### src/rtl/fifo_stream_drain_if.sv
// fifo_stream_drain_if: FIFO read port plus valid/ready output stream bundle
interface fifo_stream_drain_if #(parameter int DATA_WIDTH = 32);
  logic                  fifo_empty;
  logic [DATA_WIDTH-1:0] fifo_data;
  logic                  fifo_cs;
  logic                  fifo_rd_en;
  logic                  m_valid;
  logic                  m_ready;
  logic [DATA_WIDTH-1:0] m_data;
  modport master (input fifo_empty, fifo_data, m_ready, output fifo_cs, fifo_rd_en, m_valid, m_data);
  modport slave (output fifo_empty, fifo_data, m_ready, input fifo_cs, fifo_rd_en, m_valid, m_data);
endinterface

### src/rtl/fifo_stream_drain.sv
// fifo_stream_drain: pops a registered-latency FIFO into a 2-entry skid buffer feeding a valid/ready stream
// Optional word counter (word_cnt, cnt_clr) enabled by DRAIN_WORD_CNT_EN.
module fifo_stream_drain #(
  parameter int DATA_WIDTH = 32
) (
  input  logic clk,
  input  logic rst,
  input  logic en,
  fifo_stream_drain_if.master bus,
  output logic [1:0] occ
`ifdef DRAIN_WORD_CNT_EN
  ,
  input  logic        cnt_clr,
  output logic [15:0] word_cnt
`endif
);
  logic                  inflight;
  logic                  head;
  logic                  pop;
  logic                  issue;
  logic [2:0]            lvl;
  logic [DATA_WIDTH-1:0] ent [2];
  assign pop = bus.m_valid & bus.m_ready;
  // occupancy after this edge; an in-flight word always has a reserved slot
  assign lvl = {1'b0, occ} + {2'b0, inflight} - {2'b0, pop};
  assign issue = rst & en & ~bus.fifo_empty & (lvl < 3'd2);
  assign bus.fifo_rd_en = issue;
  assign bus.fifo_cs = issue;
  assign bus.m_valid = occ != 2'd0;
  assign bus.m_data = ent[head];
  always_ff @(posedge clk)
    if (!rst) begin
      occ <= 2'd0;
      inflight <= 1'b0;
      head <= 1'b0;
      ent[0] <= '0;
      ent[1] <= '0;
    end else begin
      occ <= lvl[1:0];
      inflight <= issue;
      if (pop) head <= ~head;
      if (inflight) ent[head ^ occ[0]] <= bus.fifo_data;
    end
  assert property (@(posedge clk) disable iff (!rst) lvl <= 3'd2);
`ifdef DRAIN_WORD_CNT_EN
  always_ff @(posedge clk)
    word_cnt <= (!rst || cnt_clr) ? 16'd0 : word_cnt + {15'd0, pop};
`endif
endmodule
### src/flat_wrapper.sv
// flat-port wrapper written by rule: the top's interface ports become plain ports
module fifo_stream_drain_flat 
#(
  parameter int DATA_WIDTH = 32
)
  (clk, rst, en, occ, bus_fifo_empty, bus_fifo_data, bus_m_ready, bus_fifo_cs, bus_fifo_rd_en, bus_m_valid, bus_m_data);
  fifo_stream_drain_if #(.DATA_WIDTH(DATA_WIDTH)) bus_i ();
  input  logic clk;
  input  logic rst;
  input  logic en;
  output logic [1:0] occ;
  input wire logic [$bits(bus_i.fifo_empty)-1:0] bus_fifo_empty;
  input wire logic [$bits(bus_i.fifo_data)-1:0] bus_fifo_data;
  input wire logic [$bits(bus_i.m_ready)-1:0] bus_m_ready;
  output wire logic [$bits(bus_i.fifo_cs)-1:0] bus_fifo_cs;
  output wire logic [$bits(bus_i.fifo_rd_en)-1:0] bus_fifo_rd_en;
  output wire logic [$bits(bus_i.m_valid)-1:0] bus_m_valid;
  output wire logic [$bits(bus_i.m_data)-1:0] bus_m_data;
  assign bus_i.fifo_empty = bus_fifo_empty;
  assign bus_i.fifo_data = bus_fifo_data;
  assign bus_i.m_ready = bus_m_ready;
  assign bus_fifo_cs = bus_i.fifo_cs;
  assign bus_fifo_rd_en = bus_i.fifo_rd_en;
  assign bus_m_valid = bus_i.m_valid;
  assign bus_m_data = bus_i.m_data;
  fifo_stream_drain #(.DATA_WIDTH(DATA_WIDTH)) u_core (.clk(clk), .rst(rst), .en(en), .bus(bus_i), .occ(occ));
endmodule
### config.mk
export PLATFORM = sky130hd
export DESIGN_NAME = fifo_stream_drain_flat
export DESIGN_NICKNAME = d
export VERILOG_FILES = /design/src/rtl/fifo_stream_drain_if.sv /design/src/rtl/fifo_stream_drain.sv /design/src/flat_wrapper.sv
export SDC_FILE = /design/constraint.sdc
export NUM_CORES = 1
export LEC_CHECK = 0
export CELL_PAD_IN_SITES_DETAIL_PLACEMENT = 1
export CELL_PAD_IN_SITES_GLOBAL_PLACEMENT = 1
export CORE_AREA = 2 2 89 91
export CTS_CLUSTER_SIZE = 24
export DETAILED_ROUTE_END_ITERATION = 10
export DIE_AREA = 0 0 91 93
export PLACE_DENSITY = 0.82
export SLEW_MARGIN = 10
export SYNTH_ARGS = -nofsm -noshare
export SYNTH_HDL_FRONTEND = slang
export SYNTH_SLANG_ARGS = --single-unit
### constraint.sdc
create_clock -name clk -period 5 [get_ports clk]
set_clock_uncertainty 0.05 [all_clocks]
set_input_delay 1 -clock clk [delete_from_list [all_inputs] [get_ports clk]]
set_output_delay 1 -clock clk [all_outputs]
set_load 0.01 [all_outputs]
# After elaboration in Yosys (flattened, before gate mapping)
# Memories as Yosys holds them, arrays and structs flattened. A register that Yosys moved wholly into a read port is not among the register bits.
# Cells that the tools add are included.
[totals]
memories = 1
ramBits = 64
in_bits = 37
register_bits = 4
elab_cells = 25
[mem_list]
columns = ["memory", "depth", "width", "rd", "rd_clocked_by_memory_dff", "write_ports", "line_no", "text"]
rows = [
  ["u_core.ent", 2, 32, 1, 1, 2, "fifo_stream_drain.sv:22", "logic [DATA_WIDTH-1:0] ent [2];"],
]
[classes]
n_mux = 9
n_bitwise = 7
n_reduce_logical = 2
addsub = 2
magnitude_cmp = 1
[ops]
columns = ["op", "count"]
rows = [
  ["32-bit two-way mux", 1],
  ["32-bit OR reduction", 1],
  ["1-bit two-way mux", 8],
  ["1-bit bitwise AND", 4],
  ["2-bit by 1-bit adder with 3-bit output", 1],
  ["3-bit by 2-bit less-than comparator with 1-bit output, second input constant", 1],
  ["3-bit by 1-bit subtractor with 3-bit output", 1],
  ["1-bit inverter", 2],
  ["2-bit nonzero test", 1],
  ["1-bit bitwise XOR", 1],
]

# Logic depth before layout (Yosys ltp)
# Gate-level depths: netlist of run 1.
[logic_depth]
depth_word = 5
mapped_depth = 8
depth_no_buf = 7

# Worst setup path after synthesis of run 1
# OpenSTA, ideal clock, no wires.
[synth_timing]
kind = "input port to output port"
startpoint = "input bus_m_ready"
endpoint = "output bus_fifo_rd_en"
required_time_ns = 3.950
path_stages = 7
setup_slack_ns = 1.141
arrival_ns = 2.809
path_buffers = 1
cell_sequence = "o21a_1 -> ha_1 -> inv_1 -> ha_1 -> fa_1 -> nor4_1 -> buf_4"
[synth_between]
elab_chain_cells = 4
[synth_lines]
columns = ["element", "line_no", "text"]
rows = [
  ["start: declaration", "flat_wrapper.sv:14", "input wire logic [$bits(bus_i.m_ready)-1:0] bus_m_ready;"],
  ["1-bit bitwise AND", "fifo_stream_drain.sv:23", "assign pop = bus.m_valid & bus.m_ready;"],
  ["3-bit by 1-bit subtractor with 3-bit output", "fifo_stream_drain.sv:25", "assign lvl = {1'b0, occ} + {2'b0, inflight} - {2'b0, pop};"],
  ["net u_core.lvl[1]", "fifo_stream_drain.sv:21", "logic [2:0] lvl;"],
  ["3-bit by 2-bit less-than comparator with 1-bit output", "fifo_stream_drain.sv:26", "assign issue = rst & en & ~bus.fifo_empty & (lvl < 3'd2);"],
  ["1-bit bitwise AND", "fifo_stream_drain.sv:26", ""],
  ["end: declaration", "flat_wrapper.sv:16", "output wire logic [$bits(bus_i.fifo_rd_en)-1:0] bus_fifo_rd_en;"],
]
# The timed path passes the listed nets, and every way through them passes these cells.

# Worst setup path in the final report of run 1
[layout_timing]
startpoint = "input bus_m_ready"
endpoint = "output bus_fifo_rd_en"
[layout_between]
elab_chain_cells = 4
[layout_lines]
columns = ["element", "line_no", "text"]
rows = [
  ["1-bit bitwise AND", "fifo_stream_drain.sv:23", ""],
  ["net u_core.pop", "fifo_stream_drain.sv:19", "logic pop;"],
  ["3-bit by 1-bit subtractor with 3-bit output", "fifo_stream_drain.sv:25", ""],
  ["net u_core.lvl[1]", "fifo_stream_drain.sv:21", ""],
  ["3-bit by 2-bit less-than comparator with 1-bit output", "fifo_stream_drain.sv:26", ""],
  ["1-bit bitwise AND", "fifo_stream_drain.sv:26", ""],
]
# The timed path passes the listed nets, and every way through them passes these cells.

==> key figures, run 1 <==
Status
  • Status: complete, no violations

GRT
  • Largest net degree at the start of global routing: 39
  • First-pass GRT wire length: between 10 and 15 mm
  • GR Overflow Total: 0
  • Total track usage: between 10% and 20%
  • Antenna violations before repair: 0
  • Vias in the first global route: 2316

Detailed routing
  • ANT nets after route: 0
  • Vias: roughly 2100
  • Post-DR wirelength/cell: between 15 and 20 um
  • Initial DRC Count: 98
  • Routed WL: 7.060 mm
  • Drt drc: 0
  • Vias per inst: about 5.0
  • Pre-antenna DRT Iters: 4

Clock network
  • Post-CTS setup buffers: 0
  • Skew-Pair Late Insertion Delay: 0.33 ns
  • Num CTS Buffers: 9
  • CTS Root Cell: clkbuf_8
  • Clk sinks: between 60 and 70
  • CTS max path bufs: 2
  • CTS H-tree depth: 3
  • Clock transition at path regs: approximately 0.080 ns
  • Post_cts resized: 0
  • # hold bufs at CTS: 0
  • CTS tree: built

STA
  • F_max: 0.2167 GHz
  • Fin. max-slew vios: 0
  • Fin Setup TNS: 0 ns
  • Final Setup Violations: 0
  • Final Hold Viols: 0
  • RSZ-0062 raised after global routing: no
  • Final Cycle Share: between 90% and 100%
  • Slew headroom: between 20% and 30%
  • Crit path time final: 4.615 ns
  • Worst slew pin tran: 1.164 ns

Setup path
  • Crit start category: input port
  • CP max stage cell: clkdlybuf4s50_1
  • Worst path max stage delay: ~0.6 ns
  • Crit path kind: in2out
  • CP endpoint kind: primary output
  • Worst EP arrival: between 3 and 4 ns
  • Worst path cell trace: clkdlybuf4s50_1 -> o21a_1 -> ha_1 -> inv_1 -> ha_1 -> fa_1 -> nor4_1 -> clkdlybuf4s50_1
  • Worst EP required: 3.95 ns
  • Worst-path maximum fanout: 3
  • R2r setup slk: 2.58 ns

Die
  • Die Height: just over 90 um
  • Rows: 32
  • Core area: roughly 7500 sq um
  • Initial Util: about 41%
  • Die footprint: 8463 sq um
  • Die W: a little over 90 um
  • Boundary Pins: 74

Layout
  • Sequential cell area: just over 2000 sq um
  • Area Growth Syn to Fin: 32.51%
  • Fillers: 788
  • Share of layout cells above drive strength 1: ~17%
  • Multi-input gate area: 972.2 sq um
  • Antenna cell count: 0
  • Nets: between 300 and 400

Yosys
  • Synth Flop Type: edfxtp_1
  • Asr flop ratio synth: 0%
  • #FFs+latches synth: 69
  • Syn_area_per_cell: about 13 sq um
  • Ys Warns: 0
  • Syn nets: 280
  • Post-Syn Area: about 3100 sq um
  • Gate Count Post-Synth: 240
  • Sequential-to-total area share from yosys stat: between 60% and 70%
  • Synth cell types: 23
  • Number of synthesized flops with an enable pin: 64

Power and ir drop
  • Static Leakage: ~1.5 nW
  • Worst VDD drop: about 0.00023 V
  • PD cells: ~470 nW/um^2
  • Final Power: 1.916 mW

Place
  • Dpl hpwl: approximately 4.2 mm
  • Gpl congestion: about 0.66
  • I/O Buffers: 73

Job
  • Maxcap violations: 0

Worst hold path
  • Hold WC Path Type: reg2reg
-- placed cells by master, fill, tap and decap left out --
| master | instances |
|---|---|
| mux2_1 | 2 |
| ha_1 | 2 |
| inv_1 | 5 |
| buf_4 | 2 |
| fa_1 | 1 |
| and2_1 | 2 |
| mux2i_1 | 2 |
| buf_2 | 1 |
| clkinv_4 | 2 |
| mux2_2 | 30 |
| clkbuf_8 | 9 |
| clkdlybuf4s50_1 | 72 |
| nand3_1 | 32 |
| nand2b_1 | 1 |
| nor2_1 | 64 |
| o21a_1 | 1 |
| bufinv_16 | 1 |
| xnor2_4 | 1 |
| clkinv_2 | 2 |
| o21ai_4 | 2 |
| inv_6 | 1 |
| edfxtp_1 | 64 |
| xnor2_1 | 1 |
| nand2_1 | 3 |
| xor2_4 | 1 |
| nor4_1 | 2 |
| dfxtp_2 | 1 |
| dfxtp_1 | 4 |
| clkinvlp_4 | 1 |
-- worst max-delay path, delay by kind of cell --
kind                     cells  cell delay [ns]
AO/OA/AOI/OAI                1             0.19
buffers and inverters        3             1.13
adder cells (fa/ha/maj)      3             0.85
AND/OR/NAND/NOR              1             0.39
-- logic make-up (layout without fill, tap and decap cells) --
| group | Yosys count | after routing | synth area share, % |
|---|---|---|---|
| buffers and inverters | 24 | 96 | 4.226 |
| adders and majority gates | 3 | 3 | 1.463 |
| muxes | 34 | 34 | 12.35 |
| xor gates and xnor gates | 3 | 3 | 1.341 |
| AOI/OAI and AO/OA | 3 | 3 | 0.5690 |
| DFF | 69 | 69 | 65.66 |
| and+or+nand+nor | 104 | 104 | 14.38 |
-- power breakdown --
group          switching, mW  total (mW)  leakage [nW]  internal, mW
clock network          0.227       0.459        0.0996         0.232
logic                  0.333       0.658         0.667         0.326
registers             0.0740       0.799         0.705         0.725
-- cell type report --
cell class | count | share of cell area [%]
clock buffer | 9 | 3.036
clock inverter | 7 | 1.809
inverter | 5 | 0.4600
multi-input combinational | 147 | 23.83
sequential | 69 | 49.59
tap | 102 | 3.128
timing repair buffer | 75 | 18.15
-- stage by stage --
| step | cells | hold WS, ns | cell area, sq um | setup slack (ns) | util [%] |
|---|---|---|---|---|---|
| after global placement | 398 | 0.5601 | 3882 | 0.4873 | 51.58 |
| after detailed placement | 398 | 0.6205 | 3882 | 0.3655 | 51.58 |
| after global routing | 414 | 0.6549 | 4080 | 0.2753 | 54.21 |
| after floorplan | 240 | 0.4962 | 3079 | 1.141 | - |
| after CTS | 414 | 0.6341 | 4080 | 0.3663 | 54.21 |
| final | 414 | 0.6218 | 4080 | 0.3853 | 54.21 |
-- synthesized netlist by cell type, types with 2 or more instances --
library cell   n  area [sq um]
nor4_1         2         12.51
edfxtp_1      64          1922
nand3_1       32         160.2
inv_1          5         18.77
mux2i_1        2         20.02
dfxtp_1        5         100.1
nor2_1        64         240.2
mux2_2        30         337.8
ha_1           2         25.02
nand2_1        3         11.26
mux2_1         2         22.52
clkbuf_1       4         15.01
buf_2         11         55.05
and2_1         2         12.51
o21ai_0        2         10.01
buf_6          3         33.78
-- flip-flops by register name, summed over array words and instances (netlist names), named ones only --
| signal | cells |
|---|---|
| u_core.ent | 64 |
| u_core.occ | 2 |
| u_core.head | 1 |
| u_core.inflight | 1 |
-- per-layer routing --
| metal | global-route usage (%) | part of all wire, % |
|---|---|---|
| met5 | 0 | 0 |
| met2 | 32.04 | 53 |
| met3 | 2.740 | 3.9 |
| met1 | 20.27 | 41 |
| met4 | 7.955 | 2.0 |
-- path summary, 6_finish.rpt --
path / startpoint / endpoint / cells after the start
min reg2reg: u_core.occ[1] / u_core.inflight / 2
min: u_core.occ[1] / u_core.inflight / 2
max: bus_m_ready / bus_fifo_rd_en / 8
max reg2reg: u_core.occ[0] / u_core.ent[0][14] / 2
No activity file was read; power rests on OpenSTA's default activity.
==> run 2: changes to the inputs <==
ABC_CLOCK_PERIOD_IN_PS = 5000   (was not set)
==> results of run 2 <==
Final layout, timing and power as in run 1 (identical DEF).
